File: config.mk
export PLATFORM = sky130hd
export DESIGN_NAME = tcon_arbiter
export DESIGN_NICKNAME = d
export VERILOG_FILES = /design/src/rtl/tcon_pkg.sv /design/src/rtl/tcon_out_reg.sv /design/src/rtl/tcon_arbiter.sv
export SDC_FILE = /design/constraint.sdc
export NUM_CORES = 1
export LEC_CHECK = 0
export BUFFER_PORTS_ARGS = -buffer_cell sky130_fd_sc_hd__buf_2
export CORE_UTILIZATION = 38
export DETAILED_ROUTE_END_ITERATION = 6
export SLEW_MARGIN = 0
export SYNTH_ARGS = -nofsm -noshare
export SYNTH_HDL_FRONTEND = slang
export SYNTH_SLANG_ARGS = --single-unit
File: constraint.sdc
create_clock -name clk_i -period 2.2 [get_ports clk_i]
set_input_delay 0.44 -clock clk_i [delete_from_list [all_inputs] [get_ports clk_i]]
set_output_delay 0.44 -clock clk_i [all_outputs]
set_load 0.01 [all_outputs]
File: src/rtl/tcon_pkg.sv
// Shared types for the tcon select arbiter.
// - state_e   : arbiter FSM states
// - req_id_e  : requester identity, encoded the same way as the mux select
// - DefaultDw : default beat width, one bit per tcon mux lane
package tcon_pkg;

  localparam int unsigned DefaultDw = 8;
  localparam int unsigned CntW      = 4;
  localparam int unsigned TurnW     = 3;

  typedef enum logic [1:0] {
    StIdle,
    StGntA,
    StGntB,
    StTurn
  } state_e;

  // Matches sel: 1 picks lane group A, 0 picks lane group B.
  typedef enum logic {
    ReqB = 1'b0,
    ReqA = 1'b1
  } req_id_e;

endpackage

File: src/rtl/tcon_out_reg.sv
// Single-entry registered output stage with a valid/ready handshake.
// Ports:
//   clk_i, rst_i      : clock, synchronous active-high reset
//   load_i            : capture data_i/last_i this cycle
//   data_i, last_i    : beat to capture
//   ready_i           : sink accepts the held beat
//   valid_o           : a beat is held
//   data_o, last_o    : the held beat
// The caller only loads when the slot is empty or draining, so a load never
// overwrites an unconsumed beat.
module tcon_out_reg #(
  parameter int unsigned DW = 8
) (
  input  logic          clk_i,
  input  logic          rst_i,
  input  logic          load_i,
  input  logic [DW-1:0] data_i,
  input  logic          last_i,
  input  logic          ready_i,
  output logic          valid_o,
  output logic [DW-1:0] data_o,
  output logic          last_o
);

  logic          valid_q, valid_d;
  logic [DW-1:0] data_q;
  logic          last_q;

  always_comb begin
    valid_d = valid_q;
    if (load_i) begin
      valid_d = 1'b1;  // also covers simultaneous drain and load
    end else if (ready_i) begin
      valid_d = 1'b0;
    end
  end

  always_ff @(posedge clk_i) begin
    if (rst_i) begin
      valid_q <= 1'b0;
      data_q  <= '0;
      last_q  <= 1'b0;
    end else begin
      valid_q <= valid_d;
      if (load_i) begin
        data_q <= data_i;
        last_q <= last_i;
      end
    end
  end

  assign valid_o = valid_q;
  assign data_o  = data_q;
  assign last_o  = last_q;

endmodule

File: src/rtl/tcon_arbiter.sv
// Two-requester burst arbiter owning the select of the 8-lane tcon 2:1 mux.
// Round-robin between A and B, caps bursts at MAX_BURST beats, and inserts
// TURN dead cycles between grants. The forwarded beat is registered.
// Ports:
//   clk_i, rst_i                         : clock, synchronous active-high reset
//   a_req_i/a_data_i/a_last_i, a_gnt_o   : requester A (primary lanes)
//   b_req_i/b_data_i/b_last_i, b_gnt_o   : requester B (bypass lanes)
//   sel_o                                : mux select, 1 = A, 0 = B
//   o_valid_o/o_data_o/o_last_o, o_ready_i : registered beat toward the sink
//   trunc_o                              : pulse after a burst cut at MAX_BURST
//   busy_o                               : arbiter not idle
module tcon_arbiter
  import tcon_pkg::*;
#(
  parameter int unsigned DW        = DefaultDw,
  parameter int unsigned MAX_BURST = 4,
  parameter int unsigned TURN      = 1
) (
  input  logic          clk_i,
  input  logic          rst_i,
  input  logic          a_req_i,
  input  logic [DW-1:0] a_data_i,
  input  logic          a_last_i,
  output logic          a_gnt_o,
  input  logic          b_req_i,
  input  logic [DW-1:0] b_data_i,
  input  logic          b_last_i,
  output logic          b_gnt_o,
  output logic          sel_o,
  output logic          o_valid_o,
  output logic [DW-1:0] o_data_o,
  output logic          o_last_o,
  input  logic          o_ready_i,
  output logic          trunc_o,
  output logic          busy_o
);

  localparam logic [CntW-1:0]  CapCnt   = CntW'(MAX_BURST - 1);
  localparam logic [TurnW-1:0] TurnInit = TurnW'(TURN - 1);

  state_e            state_q;
  req_id_e           last_owner_q;
  logic              sel_q;
  logic [CntW-1:0]   cnt_q;
  logic [TurnW-1:0]  turn_q;
  logic              trunc_q;

  logic              in_gnt, x_req, x_last, x_gnt, accept, at_cap, beat_last;
  logic [DW-1:0]     x_data;

  // sel_q always names the current owner while in a grant state.
  always_comb begin
    in_gnt    = (state_q == StGntA) || (state_q == StGntB);
    x_req     = sel_q ? a_req_i  : b_req_i;
    x_last    = sel_q ? a_last_i : b_last_i;
    x_data    = sel_q ? a_data_i : b_data_i;
    x_gnt     = in_gnt & (!o_valid_o | o_ready_i);
    accept    = x_req & x_gnt;
    at_cap    = (cnt_q == CapCnt);
    beat_last = x_last | at_cap;
  end

  always_ff @(posedge clk_i) begin
    if (rst_i) begin
      state_q      <= StIdle;
      last_owner_q <= ReqB;  // A wins the first tie
      sel_q        <= 1'b0;
      cnt_q        <= '0;
      turn_q       <= '0;
      trunc_q      <= 1'b0;
    end else begin
      trunc_q <= 1'b0;
      unique case (state_q)
        StIdle: begin
          if (a_req_i && (!b_req_i || last_owner_q == ReqB)) begin
            state_q <= StGntA;
            sel_q   <= 1'b1;
          end else if (b_req_i) begin
            state_q <= StGntB;
            sel_q   <= 1'b0;
          end
        end
        StGntA, StGntB: begin
          if (!x_req || (accept && beat_last)) begin
            state_q      <= StTurn;
            last_owner_q <= req_id_e'(sel_q);
            cnt_q        <= '0;
            turn_q       <= TurnInit;
            trunc_q      <= accept && at_cap && !x_last;
          end else if (accept) begin
            cnt_q <= cnt_q + 1'b1;
          end
        end
        StTurn: begin
          if (turn_q == '0) begin
            state_q <= StIdle;
          end else begin
            turn_q <= turn_q - 1'b1;
          end
        end
        default: state_q <= StIdle;
      endcase
    end
  end

  tcon_out_reg #(
    .DW(DW)
  ) u_out_reg (
    .clk_i   (clk_i),
    .rst_i   (rst_i),
    .load_i  (accept),
    .data_i  (x_data),
    .last_i  (beat_last),
    .ready_i (o_ready_i),
    .valid_o (o_valid_o),
    .data_o  (o_data_o),
    .last_o  (o_last_o)
  );

  assign a_gnt_o = x_gnt & sel_q;
  assign b_gnt_o = x_gnt & !sel_q;
  assign sel_o   = sel_q;
  assign trunc_o = trunc_q;
  assign busy_o  = (state_q != StIdle);

endmodule

* Yosys cells after proc, flatten, opt, wreduce, memory -nomap -nowiden
Cells that the tools add are included.
** Cells by class
- Eq/ne operators :: 8
- Reductions and logical operators :: 26
- Bitwise operators :: 9
- $add $sub $neg :: 2
- Multiplexer cells :: 17
** Operators by type and width (count)
- nonzero test 2 bit :: 5
- 2-to-1 mux 2 bit :: 4
- 2-to-1 mux 4 bit :: 2
- 2-to-1 mux 8 bit :: 1
- 2-to-1 mux 1 bit :: 6
- 2-to-1 mux 3 bit :: 2
- inequality test 2 bit (second input constant) :: 3
- case mux 2 bit (3 select lines) :: 1
- case mux 3 bit (2 select lines) :: 1
- AND reduction 2 bit :: 3
- AND reduction 3 bit :: 2
- zero test 1 bit :: 5
- adder 4 x 1 -> 4 bit (second input constant) :: 1
- AND 1 bit :: 4
- == test 2 bit (second input constant) :: 2
- == test 4 x 2 -> 1 bit (second input constant) :: 1
- logical AND 1 bit :: 4
- zero test 3 bit :: 1
- logical OR 1 bit :: 3
- inequality test 3 bit (second input constant) :: 1
- inverter 1 bit :: 3
- OR reduction 3 bit :: 1
- subtractor 3 x 1 -> 3 bit (second input constant) :: 1
- == test 2 x 1 -> 1 bit (second input constant) :: 1
- other kinds (3) :: 4
** Storage, ports and cells
- Input port bits :: 23
- Output and inout bits :: 15
- Word-level logic and storage cells :: 71
- Bits in registers :: 22

* Depth between registers and ports, before layout
- Depth after elaboration :: 8
- Gate-level depth with buffers :: 7
- Depth with buffers taken out :: 6

* Cells and area by module
From an unflattened synthesis, not the netlist that was laid out.
** Second synthesis, totals
- Cells, all modules :: 132
- Area, all modules :: 1229.9 um^2
** Modules (own cells, without submodules)
- tcon_arbiter :: times used 1, sequential area each 240.2 um^2, cells each 99, area an instance 874.6 um^2
- tcon_out_reg :: times used 1, sequential area each 200.2 um^2, cells each 33, area an instance 355.3 um^2

* Worst setup path after synthesis
No wires, ideal clock.
- Path kind :: register to register
- Start point :: register state_q[0]
- End point :: register state_q[1]
- Slack :: 0.501 ns
- Data required time :: 2.077 ns
- Setup time :: 0.123 ns
- Path buffers :: 1
- Arrival time :: 1.576 ns
- Cell stages (with the launch flop) :: 7
- Period minus slack after synthesis :: 1.699 ns
- Cells stage by stage :: dfxtp_1 -> inv_1 -> ha_1 -> clkbuf_1 -> nand2_1 -> o21ai_1 -> mux2_1
** Between the ends
- Cells in the longest elaborated chain, start to end :: 8
- Elaborated cells on any way between the ends :: 15
- Classes of those cells :: eq/ne: 6; mux: 1; bitwise: 2; reduce/logical: 6
** RTL lines
- start: declaration :: line tcon_arbiter.sv:41 : state_e state_q;
- start signal: assignment :: line tcon_arbiter.sv:65 : state_q <= StIdle;
- start signal: assignment :: line tcon_arbiter.sv:76 : state_q <= StGntA;
- start signal: assignment :: line tcon_arbiter.sv:79 : state_q <= StGntB;
- == test 2 x 1 -> 1 bit or == test 2 bit (tied branches) :: line tcon_arbiter.sv:53, tcon_arbiter.sv:73
- logical OR 1 bit :: line tcon_arbiter.sv:53 : in_gnt = (state_q == StGntA) || (state_q == StGntB);
- AND 1 bit :: line tcon_arbiter.sv:57 : x_gnt = in_gnt & (!o_valid_o | o_ready_i);
- AND 1 bit :: line tcon_arbiter.sv:58 : accept = x_req & x_gnt;
- logical AND 1 bit :: line tcon_arbiter.sv:84 : if (!x_req || (accept && beat_last)) begin
- logical OR 1 bit :: line tcon_arbiter.sv:84
- inequality test 2 bit (no source line)
- AND reduction 3 bit (no source line)
Several ways; a longest one is shown, not always the timed one.
A chain may end at the register's enable or synchronous reset.

* Final worst setup path
- Start point :: register state_q[0]
- End point :: output port a_gnt_o
** Between the ends
- Cells in the longest elaborated chain, start to end :: 4
- Elaborated cells on any way between the ends :: 5
- Classes of those cells :: eq/ne: 2; bitwise: 2; reduce/logical: 1
** RTL lines
- == test 2 x 1 -> 1 bit or == test 2 bit (tied branches) :: line tcon_arbiter.sv:53
- logical OR 1 bit * :: line tcon_arbiter.sv:53
- AND 1 bit * :: line tcon_arbiter.sv:57
- AND 1 bit * :: line tcon_arbiter.sv:120 : assign a_gnt_o = x_gnt & sel_q;
- end: declaration :: line tcon_arbiter.sv:24 : output logic a_gnt_o,
Mark *: on every way between the ends. The rest lies on a longest branch, timed or not.

==> results.sh <==
export IMPL_ir_drop_mv=0.478
export IMPL_endpoint_kind="output port"
export IMPL_clockPowerShare_pct=10.9
export IMPL_coreArea_sq_um=3050
export IMPL_synth_edf_count=0
export IMPL_finClkSkew_ps=9.24
export IMPL_die_h_microns=58.8
export IMPL_p_switching_uw=734
export IMPL_synthMostInstantiatedCell="dfxtp_1"
export IMPL_drive_gt1_share_pct=27.9
export IMPL_sw_frac_of_total_pct=43.3
export IMPL_ant_nets=0
export IMPL_synth_top_area_share_pct=35.9
export IMPL_synth_ff_type="dfxtp_1"
export IMPL_root_buffer="clkbuf_4"
export IMPL_fmax_ghz=0.513
export IMPL_wire_per_inst_microns=12.5
export IMPL_synth_largest_area_cell="dfxtp_1"
export IMPL_boundaryPins=38
export IMPL_path_cells="inv_1 > ha_1 > buf_4 > and3_1 > buf_2"
export IMPL_ctsResizeCount=0
export IMPL_clkSinkCount=22
export IMPL_setup_ws_ps=252
export IMPL_pre_cts_ws_ps=401
export IMPL_arrival_ps=1510
export IMPL_hold_viol_final=0
export IMPL_grt_setup_unrepaired="no"
export IMPL_synth_commonest_cells="dfxtp_1 (22), nor2_1 (17), mux2i_1 (11)"
export IMPL_cts_buffer_depth=2
export IMPL_drv_slew=0
export IMPL_overflow=0
export IMPL_comb_power_share_pct=55.2
export IMPL_drt_first_pass_iters=4
export IMPL_power_frac_seq_pct=33.9
export IMPL_drc=0
export IMPL_clk_latency_ps=310
export IMPL_power_density_nw_per_um2=1160
export IMPL_synth_async_reset_ratio_pct=0
export IMPL_diodes=0
export IMPL_wirelength_mm=2.69
export IMPL_grt_pass1_vias=1104
export IMPL_grt_max_degree=27
export IMPL_crit_buf_inv=3
export IMPL_hold_buffers=0
export IMPL_cts_tree="yes"
export IMPL_htreeDepth=1
export IMPL_antenna_found_initial=0
export IMPL_dieArea_sq_um=3460
export IMPL_synthCells=138
export IMPL_p_int_uw=963
export IMPL_hold_path_class="in2reg"
export IMPL_path_class="reg2out"
export IMPL_routed_via_density=5.21
export IMPL_grt_pass1_wl_mm=4.56
export IMPL_crit_fanout=13
export IMPL_critical_path_slowest_cell="dfxtp_1"
export IMPL_period_minus_slack_ps=1950
export IMPL_tns_ps=0
export IMPL_portBuffers=37
export IMPL_avgSynthCellArea_sq_um=8.89
export IMPL_status="complete, no violations"
export IMPL_die_x_microns=58.8
export IMPL_rows=20
export IMPL_synth_area_leaders="dfxtp_1 (36%), mux2i_1 (9.0%), a211oi_1 (6.1%)"
export IMPL_path_delay_family="buffers and inverters"
export IMPL_nNetsFinal=202
export IMPL_hpwl_mm=2.03
export IMPL_cpPeakStageDelay_ps=350
export IMPL_syn_to_final_growth_pct=19.5
export IMPL_drt_iter0_markers=31
export IMPL_setup_violations=0
export IMPL_worstMarginPinSlew_ps=615
export IMPL_path_clk_slew_ps=120
export IMPL_drv_cap=0
export IMPL_synthesis_nets=166
export IMPL_gp_congestion=0.790
export IMPL_slew_headroom_pct=58.9
export IMPL_cts_buffers=3
export IMPL_crit_required_ps=1760
export IMPL_postLayoutCoreUtil_pct=48.0
export IMPL_synth_area_sq_um=1230
export IMPL_synth_seq_area_share_pct=35.9
export IMPL_min_period_over_period_pct=88.5
export IMPL_synth_warning_count=0
export IMPL_gr_usage_all_layers_pct=17.5
export IMPL_ys_ff_latch=22
export IMPL_p_total_mw=1.70
export IMPL_p_leak_nw=0.634
export IMPL_synth_cell_types=42
export IMPL_start_util_pct=40.2
export IMPL_start_kind="flip-flop"
export IMPL_vias=1126
export IMPL_hold_ws_ps=424
export IMPL_cts_setup_buffers=0
## per-stage QoR
step / std cells / cell area (sq um)
3_5_place_dp: 213 / 1440
3_3_place_gp: 213 / 1440
4_1_cts: 216 / 1470
2_1_floorplan: 138 / 1230
5_1_grt: 216 / 1470
6_report: 216 / 1470
## worst register-to-register path: stages, from the launching register on
cell and delay (ps):
dfxtp_1 400, ha_1 180, or3b_1 470, a21oi_1 240, o21ai_1 110, mux2_1 330
## kinds of logic (layout without fill, tap and decap cells)
logic type	Yosys count	count (layout)	share of synthesized area (%)
adders and majority gates	5	5	5.10
xor gates and xnor gates	2	2	1.43
AOI/OAI and AO/OA	30	30	19.1
muxes	14	14	12.0
and+or+nand+nor	50	50	20.9
DFF	22	22	35.9
buffers and inverters	15	49	5.61
## per-layer routing
layer / global-route usage, % / share of wire (%)
met1: 19.2 / 44
met2: 31.8 / 50
met3: 3.74 / 4.7
met4: 8.16 / 1.6
met5: 0 / 0
## sequential cells by signal, summed over array words and instances (netlist names)
signal             flops
cnt_q                  4
last_owner_q           1
sel_o                  1
state_q                2
trunc_o                1
turn_q                 3
u_out_reg.data_o       8
u_out_reg.last_o       1
u_out_reg.valid_o      1
## placed cells by master (no fill, tap or decap), types with 2 or more instances in the layout
cell type / synthesis / layout
buf_2: 1 / 37
dfxtp_1: 22 / 22
nor2_1: 17 / 17
mux2i_1: 11 / 11
a211oi_1: 10 / 10
nand2_1: 8 / 8
inv_1: 6 / 6
a21oi_1: 5 / 5
ha_1: 5 / 5
nand2b_1: 4 / 4
nor3_1: 4 / 4
nand4_1: 4 / 4
nand3_1: 4 / 4
clkbuf_4: 0 / 3
buf_4: 1 / 3
nor2b_1: 2 / 2
o211ai_1: 2 / 2
a31oi_1: 2 / 2
## power groups by stage
stage	combinational [mW]	clock, mW	sequential, mW
final	0.937	0.185	0.576
after global routing	1.03	0.209	0.590
after CTS	0.945	0.193	0.578
after detailed placement	0.945	0	0.584
after global placement	0.932	0	0.583
after floorplan	0.669	0	0.611
## path summary, 6_finish.rpt
check | depth (start not counted) | startpoint | endpoint | slack (ps)
setup / recovery | 5 | state_q[0] | a_gnt_o | 250
hold / removal | 3 | b_last_i | trunc_o | 420
setup reg to reg | 5 | cnt_q[0] | state_q[1] | 370
hold reg to reg | 2 | cnt_q[1] | cnt_q[1] | 490
## layout make-up
type / count / area (sq um)
Tap cell: 44 / 55.1
Multi-Input combinational cell: 101 / 718
Timing Repair Buffer: 40 / 208
Fill cell: 313 / 1590
Clock buffer: 3 / 22.5
Inverter: 6 / 22.5
Sequential cell: 22 / 440
(Power assumes the default switching activity.)
